File: src/rtl/iter_divider_pkg.sv
// Shared definitions for the iterative MUL/DIV divider: FSM encodings and
// exception-cause constants also used by the CPU MUL/DIV decode.
package iter_divider_pkg;

  typedef enum logic [1:0] {
    ST_IDLE = 2'd0,
    ST_RUN  = 2'd1,
    ST_FIX  = 2'd2,
    ST_ZERO = 2'd3
  } div_state_e;

  // Cause codes raised by the MUL/DIV path towards the exception unit.
  localparam logic [3:0] CAUSE_NONE     = 4'd0;
  localparam logic [3:0] CAUSE_DIV_ZERO = 4'd1;
  localparam logic [3:0] CAUSE_ABORTED  = 4'd2;

endpackage

File: src/rtl/iter_divider_div_step.sv
// One combinational restoring-division step: shift {rem,quo} left by one,
// trial-subtract the divisor and keep the difference when it is non-negative.
module div_step
  import iter_divider_pkg::*;
#(
  parameter int WIDTH = 32
) (
  input  logic [WIDTH-1:0] i_rem,
  input  logic [WIDTH-1:0] i_quo,
  input  logic [WIDTH-1:0] i_divisor,
  output logic [WIDTH-1:0] o_rem,
  output logic [WIDTH-1:0] o_quo
);

  logic [WIDTH:0]   w_shift;
  logic [WIDTH+1:0] w_diff;
  logic             w_neg;
  logic             w_unused_bits;

  assign w_shift = {i_rem, i_quo[WIDTH-1]};
  // Extra top bit acts as the borrow / sign of the trial subtraction.
  assign w_diff  = {1'b0, w_shift} - {2'b00, i_divisor};
  assign w_neg   = w_diff[WIDTH+1];

  // A kept difference is always below the divisor, and a restored value is
  // below the divisor too, so WIDTH bits hold the new remainder either way.
  assign o_rem = w_neg ? w_shift[WIDTH-1:0] : w_diff[WIDTH-1:0];
  assign o_quo = {i_quo[WIDTH-2:0], ~w_neg};

  assign w_unused_bits = ^{w_diff[WIDTH], w_shift[WIDTH]};

endmodule

File: src/rtl/iter_divider.sv
// Iterative restoring divider (DIV/DIVU) retiring STEPS quotient bits per
// cycle, with abort and divide-by-zero bypass. Results feed HI/LO on done.
module iter_divider
  import iter_divider_pkg::*;
#(
  parameter int WIDTH = 32,
  parameter int STEPS = 1
) (
  input  logic             i_clk,
  input  logic             i_rst,
  input  logic             i_start,
  input  logic             i_is_signed,
  input  logic             i_abort,
  input  logic [WIDTH-1:0] i_dividend,
  input  logic [WIDTH-1:0] i_divisor,
  output logic             o_busy,
  output logic             o_done,
  output logic [WIDTH-1:0] o_quotient,
  output logic [WIDTH-1:0] o_remainder,
  output logic             o_div_by_zero
);

  localparam int ITERS = WIDTH / STEPS;
  localparam int CW    = $clog2(ITERS) + 1;
  // count tracks RUN edges; the last one moves to FIX
  localparam logic [CW-1:0] LAST = CW'(ITERS - 1);

  div_state_e       r_state, w_next;
  logic [CW-1:0]    r_cnt;
  logic [WIDTH-1:0] r_rem, r_quo, r_dvs;
  logic [WIDTH-1:0] r_q, r_r;
  logic             r_qneg, r_rneg, r_done, r_dbz;

  logic             w_accept, w_zero, w_a_neg, w_b_neg;
  logic [WIDTH-1:0] w_a_mag, w_b_mag;
  logic [WIDTH-1:0] w_rem [STEPS+1];
  logic [WIDTH-1:0] w_quo [STEPS+1];

  assign w_a_neg  = i_is_signed & i_dividend[WIDTH-1];
  assign w_b_neg  = i_is_signed & i_divisor[WIDTH-1];
  assign w_a_mag  = w_a_neg ? (~i_dividend + 1'b1) : i_dividend;
  assign w_b_mag  = w_b_neg ? (~i_divisor + 1'b1) : i_divisor;
  assign w_zero   = (i_divisor == '0);
  // abort in IDLE suppresses a simultaneous start
  assign w_accept = (r_state == ST_IDLE) & i_start & ~i_abort;

  // STEPS restoring steps chained within one cycle
  assign w_rem[0] = r_rem;
  assign w_quo[0] = r_quo;
  for (genvar g = 0; g < STEPS; g++) begin : g_step
    div_step #(.WIDTH(WIDTH)) u_step (
      .i_rem     (w_rem[g]),
      .i_quo     (w_quo[g]),
      .i_divisor (r_dvs),
      .o_rem     (w_rem[g+1]),
      .o_quo     (w_quo[g+1])
    );
  end

  // State register
  always_ff @(posedge i_clk or negedge i_rst) begin
    if (!i_rst) r_state <= ST_IDLE;
    else        r_state <= w_next;
  end

  // Next-state logic; abort returns any active state to IDLE
  always_comb begin
    w_next = r_state;
    unique case (r_state)
      ST_IDLE: if (w_accept) w_next = w_zero ? ST_ZERO : ST_RUN;
      ST_RUN: begin
        if (i_abort)             w_next = ST_IDLE;
        else if (r_cnt == LAST)  w_next = ST_FIX;
      end
      ST_FIX:  w_next = ST_IDLE;
      ST_ZERO: w_next = ST_IDLE;
      default: w_next = ST_IDLE;
    endcase
  end

  // Operand capture, iteration, sign fix-up and result registers
  always_ff @(posedge i_clk or negedge i_rst) begin
    if (!i_rst) begin
      r_cnt  <= '0;
      r_rem  <= '0;
      r_quo  <= '0;
      r_dvs  <= '0;
      r_qneg <= 1'b0;
      r_rneg <= 1'b0;
      r_q    <= '0;
      r_r    <= '0;
      r_done <= 1'b0;
      r_dbz  <= 1'b0;
    end else begin
      r_done <= 1'b0;
      unique case (r_state)
        ST_IDLE: if (w_accept) begin
          // raw dividend is kept for the divide-by-zero result
          r_quo  <= w_zero ? i_dividend : w_a_mag;
          r_dvs  <= w_b_mag;
          r_rem  <= '0;
          r_cnt  <= '0;
          r_qneg <= w_a_neg ^ w_b_neg;
          r_rneg <= w_a_neg;
          r_dbz  <= 1'b0;
        end
        ST_RUN: if (!i_abort) begin
          r_rem <= w_rem[STEPS];
          r_quo <= w_quo[STEPS];
          r_cnt <= r_cnt + CW'(1);
        end
        ST_FIX: if (!i_abort) begin
          r_q    <= r_qneg ? (~r_quo + 1'b1) : r_quo;
          r_r    <= r_rneg ? (~r_rem + 1'b1) : r_rem;
          r_done <= 1'b1;
        end
        ST_ZERO: if (!i_abort) begin
          r_q    <= '1;
          r_r    <= r_quo;
          r_dbz  <= 1'b1;
          r_done <= 1'b1;
        end
        default: ;
      endcase
    end
  end

  assign o_busy        = (r_state != ST_IDLE);
  assign o_done        = r_done;
  assign o_quotient    = r_q;
  assign o_remainder   = r_r;
  assign o_div_by_zero = r_dbz;

endmodule

File: config.mk
export PLATFORM = sky130hd
export DESIGN_NAME = iter_divider
export DESIGN_NICKNAME = d
export VERILOG_FILES = /design/src/rtl/iter_divider_pkg.sv /design/src/rtl/iter_divider_div_step.sv /design/src/rtl/iter_divider.sv
export SDC_FILE = /design/constraint.sdc
export NUM_CORES = 1
export LEC_CHECK = 0
export BUFFER_PORTS_ARGS = -buffer_cell sky130_fd_sc_hd__buf_2
export CAP_MARGIN = 10
export CORE_UTILIZATION = 50
export DETAILED_ROUTE_END_ITERATION = 12
export PLACE_DENSITY = 0.71
export SYNTH_ARGS = -nofsm -noshare
export SYNTH_HDL_FRONTEND = slang
export SYNTH_SLANG_ARGS = --single-unit
File: constraint.sdc
create_clock -name i_clk -period 2.75 [get_ports i_clk]
set_input_delay 0.4125 -clock i_clk [delete_from_list [all_inputs] [get_ports i_clk]]
set_output_delay 0.4125 -clock i_clk [all_outputs]
set_load 0.01 [all_outputs]
==> flow_summary.json <==
{
  "clkLatencyLatePin_ns": 0.45,
  "violations": "hold timing, setup timing",
  "dr_total_vias": 11678,
  "synth_nets": 1478,
  "clock-root-buffer": "clkbuf_16",
  "cts_max_level": 4,
  "fin_ws_ns": -0.00321,
  "seq_area_frac_synth": 0.369,
  "dieArea_mm2": 0.0240,
  "ys_ff_latch": 172,
  "synth_top_area_share": 0.369,
  "power_mw": 15.2,
  "clockBufferDepth": 2,
  "met2_usage": 0.480,
  "synth_top_cell_by_area": "dfrtp_1",
  "final_nets": 1755,
  "grt_pass1_vias": 10904,
  "routedWlPerCell_um": 19.1,
  "slew_headroom": 0.414,
  "critPathLaunchType": "flip-flop",
  "viasPerCell": 5.92,
  "syn_to_final_growth_pct": 29.5,
  "io-pin-count": 136,
  "port_buffers": 135,
  "pwr-share-comb": 0.602,
  "antenna_found_initial": 0,
  "end_kind": "flip-flop",
  "p_int_mw": 8.44,
  "place_ws_ns": -0.352,
  "coreArea_mm2": 0.0228,
  "max_freq_mhz": 363,
  "tns_ns": -0.00448,
  "synth_cell_type_count": 76,
  "grt_max_degree": 71,
  "power.leakage_nw": 7.07,
  "period_needed_ns": 2.75,
  "dp_cells": 1916,
  "use_met1": 0.459,
  "syn-cell-area_mm2": 0.0117,
  "fill_cells": 1850,
  "syn_area_per_cell_um2": 8.52,
  "timing.final.crit_share": 1.00,
  "cpPeakStageDelay_ns": 0.45,
  "hold_viol": 6,
  "fp-row-count": 55,
  "crit_fanout": 6,
  "synthArstFlopShare": 1.00,
  "detail_route.first_pass.iterations": 5,
  "crit_path_top_delay_cell": "o211ai_1",
  "overflow": 0,
  "synth_edf_count": 0,
  "hpwlAfterDp_um": 27900,
  "sw_frac_of_total": 0.446,
  "crit_arrival_ns": 3.06,
  "cts_sinks": 172,
  "slew_violations": 0,
  "r2r_setup_slack_ns": -0.003,
  "power_frac_clock": 0.167,
  "synthCells": 1371,
  "crit_top_cell": "o21ai_2",
  "grt_pass1_wl_um": 58900,
  "maxCapViolCount": 0,
  "crit_required_ns": 3.06,
  "first_iter_violations": 1369,
  "p_switching_mw": 6.78,
  "grt-busiest-layer": "met2",
  "crit_chain": "inv_1 > ha_1 > o21a_1 > o31a_1 > o21ai_2 > o21ai_2 > a21oi_4 > o211ai_1 > buf_4 > mux2i_1 > o22ai_1",
  "power_frac_seq": 0.231,
  "critPathKind": "reg -> reg",
  "place.gp.congestion": 0.935,
  "drive_gt1_frac": 0.284,
  "hp-class": "in -> async",
  "synth_area_leaders": "dfrtp_1 (37%), o21ai_0 (6.3%), xnor2_1 (5.6%), nand2_1 (5.5%), xor2_1 (4.5%)",
  "rsz0062_at_grt": "true",
  "die_h_um": 155,
  "hold_buffers": 0,
  "power.density_mw_per_mm2": 1010,
  "gr-usage-all-layers": 0.316,
  "diodes": 0,
  "outcome": "finished with violations",
  "start_util": 0.513,
  "path_clk_slew_ns": 0.07,
  "routed_wl_um": 37700,
  "worstMarginPinSlew_ns": 0.876,
  "use_met3": 0.0490,
  "cts_tree": "built",
  "ir_drop_uv": 602,
  "dieWidth_um": 155,
  "cts-buffers-inserted": 17,
  "final_cells": 1974,
  "ant_nets": 0,
  "yosysWarnings": 0,
  "setup_viol": 2,
  "hold_ws_ns": -0.0261,
  "skew_ns": 0.0162,
  "drcViolationCount": 0,
  "synthFlopType": "dfrtp_1"
}
-- Yosys cell counts, types with 3 or more instances --
library cell  count
nand3_1          27
and3_1           10
a21oi_1          83
nor3_1           21
o311ai_0          4
a32oi_1          15
nand2b_1         15
o21ai_0         146
o31ai_1          37
a22o_1            5
ha_1             37
nor2b_1           5
inv_1            59
xor2_1           60
nor4_1            9
o21ai_2           4
or4_1            11
or2_2             4
or3_1            17
mux2i_1          42
o22a_1           27
clkbuf_1         72
a211oi_1          3
dfrtp_1         172
nor2_1           80
a21o_1           13
a31oi_1           8
a221oi_1          6
o211a_1           4
o21ai_1          13
nand3b_1          6
o41ai_1          14
o211ai_1         13
buf_1             6
o22ai_1          12
nand4_1           6
nand2_1         172
buf_2             4
nor4b_1           3
xnor2_1          75
-- per-layer routing --
metal	vias up	wire (um)
li1	5498	-
met1	5566	16800
met2	548	16700
met3	66	3250
met4	0	921
met5	-	0
-- worst paths after layout --
kind,start,endpoint,cells past startpoint
worst max-delay path,r_dvs[2],r_rem[17],11
worst min-delay path,i_rst,r_rem[6],1
worst max register to register,r_dvs[2],r_rem[17],11
worst min register to register,o_quotient[27],o_quotient[27],2
max in group asynchronous,i_rst,r_quo[30],2
min in group i_clk,i_dividend[31],r_rneg,3
-- metrics by stage --
| stage | instance area (um^2) | utilization |
|---|---|---|
| 5_1_grt | 15100 | 0.664 |
| 2_1_floorplan | 11800 | - |
| 3_3_place_gp | 13900 | 0.612 |
| 6_report | 15100 | 0.664 |
| 3_5_place_dp | 13900 | 0.612 |
| 4_1_cts | 14700 | 0.644 |
-- sequential cells by signal, summed over array words and instances (netlist names) --
| signal | count |
|---|---|
| o_remainder | 32 |
| r_rneg | 1 |
| r_cnt | 6 |
| o_done | 1 |
| o_quotient | 32 |
| r_rem | 32 |
| o_div_by_zero | 1 |
| r_dvs | 32 |
| r_state | 2 |
| r_qneg | 1 |
| r_quo | 32 |
-- final cells by class --
type	count	area, um^2	share of cell area
Multi-Input combinational cell	1056	7260	0.480
Sequential cell	172	4310	0.285
Timing Repair Buffer	342	2300	0.152
Clock buffer	17	425	0.0281
Tap cell	313	392	0.0259
Inverter	59	231	0.0153
Clock inverter	15	201	0.0133
-- critical path, delay by kind of cell, from the launching register on --
family	cells	cell delay (ns)
mux	1	0.20
compound gates	7	1.31
flops	1	0.35
buf+inv	2	0.38
fa+ha+maj	1	0.38
-- timing repair --
item | 4_1_cts | 5_1_grt
resized for setup | 21 | 66
pin swaps | 7 | 32
endpoints found under the setup margin | 37 | 43
buffers inserted | 4 | 22
gates cloned | 1 | 0
-- kinds of logic after synthesis --
family | Yosys count | share of synthesized area
AO/OA/AOI/OAI | 429 | 0.234
XOR/XNOR | 135 | 0.101
adder cells (fa/ha/maj) | 38 | 0.0414
buffers and inverters | 143 | 0.0472
flip-flops | 172 | 0.369
multiplexers | 42 | 0.0360
AND/OR/NAND/NOR | 412 | 0.171
-- layout by cell type (no fill, tap or decap), types with 8 or more instances in the layout --
cell type / instances
or4_1: 9
nor2_1: 76
a32oi_1: 14
o21ai_2: 8
o211ai_1: 13
buf_2: 134
ha_4: 9
o31ai_1: 34
o22a_1: 27
nand2_1: 170
buf_4: 198
and3_1: 10
dfrtp_1: 167
o41ai_1: 10
or3_1: 16
xnor2_1: 75
ha_1: 23
nor3_1: 19
mux2i_1: 41
nand2b_1: 13
o22ai_1: 11
a21o_1: 13
o21ai_1: 23
inv_1: 55
a21oi_1: 74
o21ai_0: 132
xor2_1: 60
nand3_1: 26
clkbuf_16: 17
-- power groups by stage --
stage,clock network [mW],logic [mW],registers (mW)
2_1_floorplan,0,4.84,3.43
3_3_place_gp,0,7.76,3.48
3_5_place_dp,0,7.87,3.50
4_1_cts,2.57,8.18,3.46
5_1_grt,2.66,9.84,3.55
6_report,2.54,9.17,3.51
No activity file was read; power rests on OpenSTA's default activity.
